## src/rtl/serial_word_collector_if.sv

```systemverilog
// Serial-bit in / parallel-word out bundle for serial_word_collector.
// slave: en, d, clear, out_ready in; word_out, out_valid, parity, overrun, bit_count out.
interface serial_word_collector_if #(
  parameter int WIDTH = 8
);
  localparam int CW = (WIDTH > 1) ? $clog2(WIDTH) : 1;

  logic             en;
  logic             d;
  logic             clear;
  logic             out_ready;
  logic [WIDTH-1:0] word_out;
  logic             out_valid;
  logic             parity;
  logic             overrun;
  logic [CW-1:0]    bit_count;

  modport master (
    output en, d, clear, out_ready,
    input  word_out, out_valid, parity, overrun, bit_count
  );

  modport slave (
    input  en, d, clear, out_ready,
    output word_out, out_valid, parity, overrun, bit_count
  );
endinterface

```

## src/rtl/serial_word_collector.sv

```systemverilog
// Packs enable-qualified serial bits into WIDTH-bit words behind valid/ready.
// Ports: clk, rst_n (async low), bus (slave): serial in, word/parity/overrun out.
module serial_word_collector #(
  parameter int WIDTH     = 8,
  parameter int MSB_FIRST = 1
) (
  input  logic                  clk,
  input  logic                  rst_n,
  serial_word_collector_if.slave bus
);
  localparam int CW = (WIDTH > 1) ? $clog2(WIDTH) : 1;

  logic [WIDTH-1:0] r_sr;
  logic [CW-1:0]    r_cnt;
  logic [WIDTH-1:0] r_word;
  logic             r_valid;
  logic             r_par;
  logic             r_ovr;

  logic [WIDTH-1:0] w_next;
  logic             w_last;
  logic             w_take;

  // w_next is also the completed word when the last bit arrives
  generate
    if (MSB_FIRST != 0) begin : g_msb
      assign w_next = {r_sr[WIDTH-2:0], bus.d};
    end else begin : g_lsb
      assign w_next = {bus.d, r_sr[WIDTH-1:1]};
    end
  endgenerate

  assign w_last = (r_cnt == CW'(WIDTH - 1));
  assign w_take = !r_valid || bus.out_ready;

  always_ff @(posedge clk or negedge rst_n) begin
    if (!rst_n) begin
      r_sr    <= '0;
      r_cnt   <= '0;
      r_word  <= '0;
      r_valid <= 1'b0;
      r_par   <= 1'b0;
      r_ovr   <= 1'b0;
    end else if (bus.clear) begin
      r_sr    <= '0;
      r_cnt   <= '0;
      r_valid <= 1'b0;
      r_ovr   <= 1'b0;
    end else begin
      if (r_valid && bus.out_ready)
        r_valid <= 1'b0;
      if (bus.en) begin
        if (w_last) begin
          r_sr  <= '0;
          r_cnt <= '0;
          // a transfer on this edge frees the slot: no bubble
          if (w_take) begin
            r_word  <= w_next;
            r_par   <= ^w_next;
            r_valid <= 1'b1;
          end else begin
            r_ovr <= 1'b1;
          end
        end else begin
          r_sr  <= w_next;
          r_cnt <= r_cnt + 1'b1;
        end
      end
    end
  end

  assign bus.word_out  = r_word;
  assign bus.out_valid = r_valid;
  assign bus.parity    = r_par;
  assign bus.overrun   = r_ovr;
  assign bus.bit_count = r_cnt;
endmodule

```

## src/flat_wrapper.sv

```systemverilog
// flat-port wrapper written by rule: the top's interface ports become plain ports
module serial_word_collector_flat 
#(
  parameter int WIDTH     = 8,
  parameter int MSB_FIRST = 1
)
  (clk, rst_n, bus_en, bus_d, bus_clear, bus_out_ready, bus_word_out, bus_out_valid, bus_parity, bus_overrun, bus_bit_count);
  serial_word_collector_if #(.WIDTH(WIDTH)) bus_i ();
  input  logic clk;
  input  logic rst_n;
  input wire logic [$bits(bus_i.en)-1:0] bus_en;
  input wire logic [$bits(bus_i.d)-1:0] bus_d;
  input wire logic [$bits(bus_i.clear)-1:0] bus_clear;
  input wire logic [$bits(bus_i.out_ready)-1:0] bus_out_ready;
  output wire logic [$bits(bus_i.word_out)-1:0] bus_word_out;
  output wire logic [$bits(bus_i.out_valid)-1:0] bus_out_valid;
  output wire logic [$bits(bus_i.parity)-1:0] bus_parity;
  output wire logic [$bits(bus_i.overrun)-1:0] bus_overrun;
  output wire logic [$bits(bus_i.bit_count)-1:0] bus_bit_count;
  assign bus_i.en = bus_en;
  assign bus_i.d = bus_d;
  assign bus_i.clear = bus_clear;
  assign bus_i.out_ready = bus_out_ready;
  assign bus_word_out = bus_i.word_out;
  assign bus_out_valid = bus_i.out_valid;
  assign bus_parity = bus_i.parity;
  assign bus_overrun = bus_i.overrun;
  assign bus_bit_count = bus_i.bit_count;
  serial_word_collector #(.WIDTH(WIDTH), .MSB_FIRST(MSB_FIRST)) u_core (.clk(clk), .rst_n(rst_n), .bus(bus_i));
endmodule
```

## config.mk

```make
export PLATFORM = sky130hd
export DESIGN_NAME = serial_word_collector_flat
export DESIGN_NICKNAME = d
export VERILOG_FILES = /design/src/rtl/serial_word_collector_if.sv /design/src/rtl/serial_word_collector.sv /design/src/flat_wrapper.sv
export SDC_FILE = /design/constraint.sdc
export NUM_CORES = 1
export LEC_CHECK = 0
export ABC_CLOCK_PERIOD_IN_PS = 2300
export CORE_MARGIN = 4
export CORE_UTILIZATION = 49
export DETAILED_ROUTE_END_ITERATION = 8
export GPL_ROUTABILITY_DRIVEN = 1
export PLACE_DENSITY = 0.84
export RECOVER_POWER = 50
export SLEW_MARGIN = 5
export SYNTH_ARGS = -nofsm -noshare
export SYNTH_HDL_FRONTEND = slang
export SYNTH_SLANG_ARGS = --single-unit
```

## constraint.sdc

```tcl
create_clock -name clk -period 2.3 [get_ports clk]
set_clock_uncertainty 0.1 [all_clocks]
set_input_delay 0.46 -clock clk [delete_from_list [all_inputs] [get_ports clk]]
set_output_delay 0.46 -clock clk [all_outputs]
set_load 0.01 [all_outputs]
```

==> metrics.md <==
| Metric | Value |
|---|---|
| Largest net degree at the start of global routing | 22 |
| Routed wire length per instance | 14.13 um |
| Largest family of logic cells by synthesized area | simple AND/OR/NAND/NOR gates |
| CP Class | flip-flop to flip-flop |
| Vias | about 660 |
| Crit path DAT | 2.12 ns |
| Core Box Area | 1802 um2 |
| Number of buffers created by CTS | 3 |
| Dpl ws | 0.1951 ns |
| Worst-path fanout max | 10 |
| Std cell rows | 15 |
| Starting Density | 53.61% |
| Die H | 52.40 um |
| Post-route insts no fill | 127 |
| Critical Path RT | 2.38 ns |
| DR vias/cell | 5.213 |
| CTS tree | built |
| Worst slew pin tran | 1.128 ns |
| DPL Wire Length | 1.290 mm |
| Clock sinks | 21 |
| # DRC | 0 |
| Synth Area in Adders | 3.886% |
| VDD IR-drop max | 0.3422 mV |
| Fin. Hold Viols | 0 |
| Congestion Overflow GR | 0 |
| Cell taking the most area after synthesis | dfrtp_1 |
| Setup crit start kind | flip-flop |
| Port bufs | 19 |
| CTS max path bufs | 2 |
| Status | finished clean |
| Total track usage | 15.45% |
| First-pass GRT wire length | 3.042 mm |
| Layout cells sized above 1 | 14.71% |
| Io pins | 20 |
| Storage cell area | 525.5 um2 |
| N_diodes | 0 |
| Synth cell types | 15 |
| Worst reg2reg setup slack | 0.26 ns |
| Ys flop type | dfrtp_1 |
| # Max-Cap Violations | 0 |
| Area of the mapped netlist | 965.9 um2 |
| Final setup fails | 0 |
| Post-synth EDFFs | 0 |
| Worst Reg2Reg Path Length in Cells | 5 |
| Yosys warns | 0 |
| H-tree levels | 1 |
| Placed Instances | 123 |
| DRT iter0 DRCs | 10 |
| First-pass DRT Iterations | 4 |
| Root Driver | clkbuf_4 |
| Post-Synth Simple-Gate Area | 16.19% |
| Setup crit end kind | flip-flop |
| Final WL | 1.795 mm |
| Setup ws final | around 0.26 ns |
| Yosys top cell area share | 54.40% |
| Number of global-route vias before repair | 650 |
| Final net count | approximately 110 |
| Power Density | 499.4 nW/um2 |
| Multiplexer area fraction after synthesis | 12.44% |
| Top cells by area, synth | dfrtp_1 54%, mux2_2 9.3%, xnor2_1 6.3% |
| Reg clk slew, reported paths | 0.10 ns |
| Multi-input logic area | 426.7 um2 |
| Synthesis-stage register bit count | 21 |
| Count of final max-slew check failures | 0 |
| # fillers | 149 |
| Area Growth Syn to Fin | 25.91% |
| Fin util | 67.50% |
| Worst hold-check path type | flip-flop to flip-flop |
| Worst hold endpoint | u_core.bus.word_out[4] |
| Fin crit period | slightly above 2 ns |
| Antenna Nets Post-Route | 0 |
| Post-synthesis async set-or-reset flop share | 100.0% |
| Post-synthesis compound-gate area fraction | 5.311% |
| Period utilisation layout | 88.67% |
| Skew-Pair Late Insertion Delay | 0.30 ns |
| Synth Area per Inst | ~12 um2 |
| Die width | 52.40 um |
| Rel. slew slack | between 20 and 25% |
| Synth Instances | approximately 80 |
| Hold depth | 1 |
| Final instance area | 1216 um2 |
| Seq/Total Area, Yosys | 54.40% |
| Post-DP Area | between 1000 and 1500 um2 |
| Hold path start | u_core.bus.word_out[4] |
| Final setup TNS | 0 ns |
| Gpl congestion | 0.7563 |
| Die ar. | approximately 2700 um2 |
| Post-CTS Resized | 0 |
| Hold bufs inserted after CTS | 0 |
| Post-synthesis xor/xnor area fraction | around 6.3% |
| LEAKAGE | 0.0005292 uW |
| Post-CTS Setup Bufs | 0 |
| Critical R2R Launch | u_core.bus.bit_count[0] |
| R2r endpoint | u_core.bus.word_out[3] |
| Syn Nets | 88 |
| RSZ-0062 raised after global routing | no |
| Max Clock Freq | around 0.49 GHz |
| Initial antenna violation count | 0 |
## layer usage
| layer | vias to the layer above | track usage, % | share of wire (%) |
|---|---|---|---|
| met5 | - | 0 | 0 |
| met4 | 0 | 6.383 | 0.78 |
| met3 | 2 | 3.134 | 6.2 |
| met2 | 26 | 25.21 | 51 |
| met1 | 317 | 19.78 | 42 |
| li1 | 317 | - | - |
## critical path, stage by stage (launching register included)
cell	delay [ns]
dfrtp_1	0.41
ha_1	0.20
ha_1	0.30
nand2_1	0.13
nor3_4	0.39
mux2_2	0.39
## kinds of logic (layout without fill, tap and decap cells)
family	after synthesis	after routing
adders and majority gates	3	3
buffers and inverters	3	26
and+or+nand+nor	24	24
muxes	11	11
DFF	21	21
xor gates and xnor gates	7	7
AOI/OAI and AO/OA	10	10
## synthesized netlist by cell type (2+ instances only)
master,instances
a21oi_1,9
nand3b_1,7
xnor2_1,7
nor2_1,7
buf_2,2
mux2_2,8
ha_1,3
nand2b_1,7
dfrtp_1,21
mux2i_1,3
## power by group
part	leakage, uW	total (uW)	switching (uW)	internal, uW
Combinational	0.000220	56.7	29.2	27.5
Clock	0.0000177	171	106	64.7
Sequential	0.000291	380	5.53	374
## cells in the final DEF, fill, tap and decap left out
cell type and count:
a21oi_1 9, a31oi_1 1, buf_4 1, clkbuf_1 2
clkbuf_4 3, clkdlybuf4s50_1 17, clkinv_2 1, dfrtp_1 21
dlygate4sd3_1 2, ha_1 3, mux2_2 8, mux2i_1 3
nand2_1 1, nand2b_1 7, nand3b_1 7, nor2_1 7
nor2b_4 1, nor3_4 1, xnor2_1 7
## sequential cells by signal (all words and copies together), names as in the netlist
name	flops
u_core.r_sr	7
u_core.bus.bit_count	3
u_core.bus.word_out	8
u_core.bus.parity	1
u_core.bus.out_valid	1
u_core.bus.overrun	1
## metrics by stage
stage	hold WS (ns)	total power, uW
finish	0.4173	607.4
global route	0.4363	643.4
CTS	0.3907	617.1
detailed placement	0.3961	446.3
global placement	0.3911	444.9
floorplan	0.06441	413.6
## worst max-delay path by stage
stage | start | to | slack (ns) | cells after the start
6_report | u_core.bus.bit_count[0] | u_core.bus.word_out[3] | 0.26 | 5
5_1_grt | u_core.bus.bit_count[0] | u_core.bus.word_out[3] | 0.10 | 5
4_1_cts | u_core.bus.bit_count[0] | u_core.bus.word_out[3] | 0.22 | 5
3_5_place_dp | bus_out_ready | u_core.bus.word_out[3] | 0.20 | 4
3_3_place_gp | bus_out_ready | u_core.bus.word_out[1] | 0.24 | 4
2_1_floorplan | u_core.bus.bit_count[0] | u_core.bus.word_out[0] | 0.49 | 5
## layout make-up
| class | count | area share (%) |
|---|---|---|
| Tap cell | 25 | 2.572 |
| Timing Repair Buffer | 22 | 16.87 |
| Clock buffer | 3 | 1.852 |
| Multi-Input combinational cell | 55 | 35.08 |
| Clock inverter | 1 | 0.4115 |
| Sequential cell | 21 | 43.21 |
Note: power is estimated with default switching activity, not from simulation.
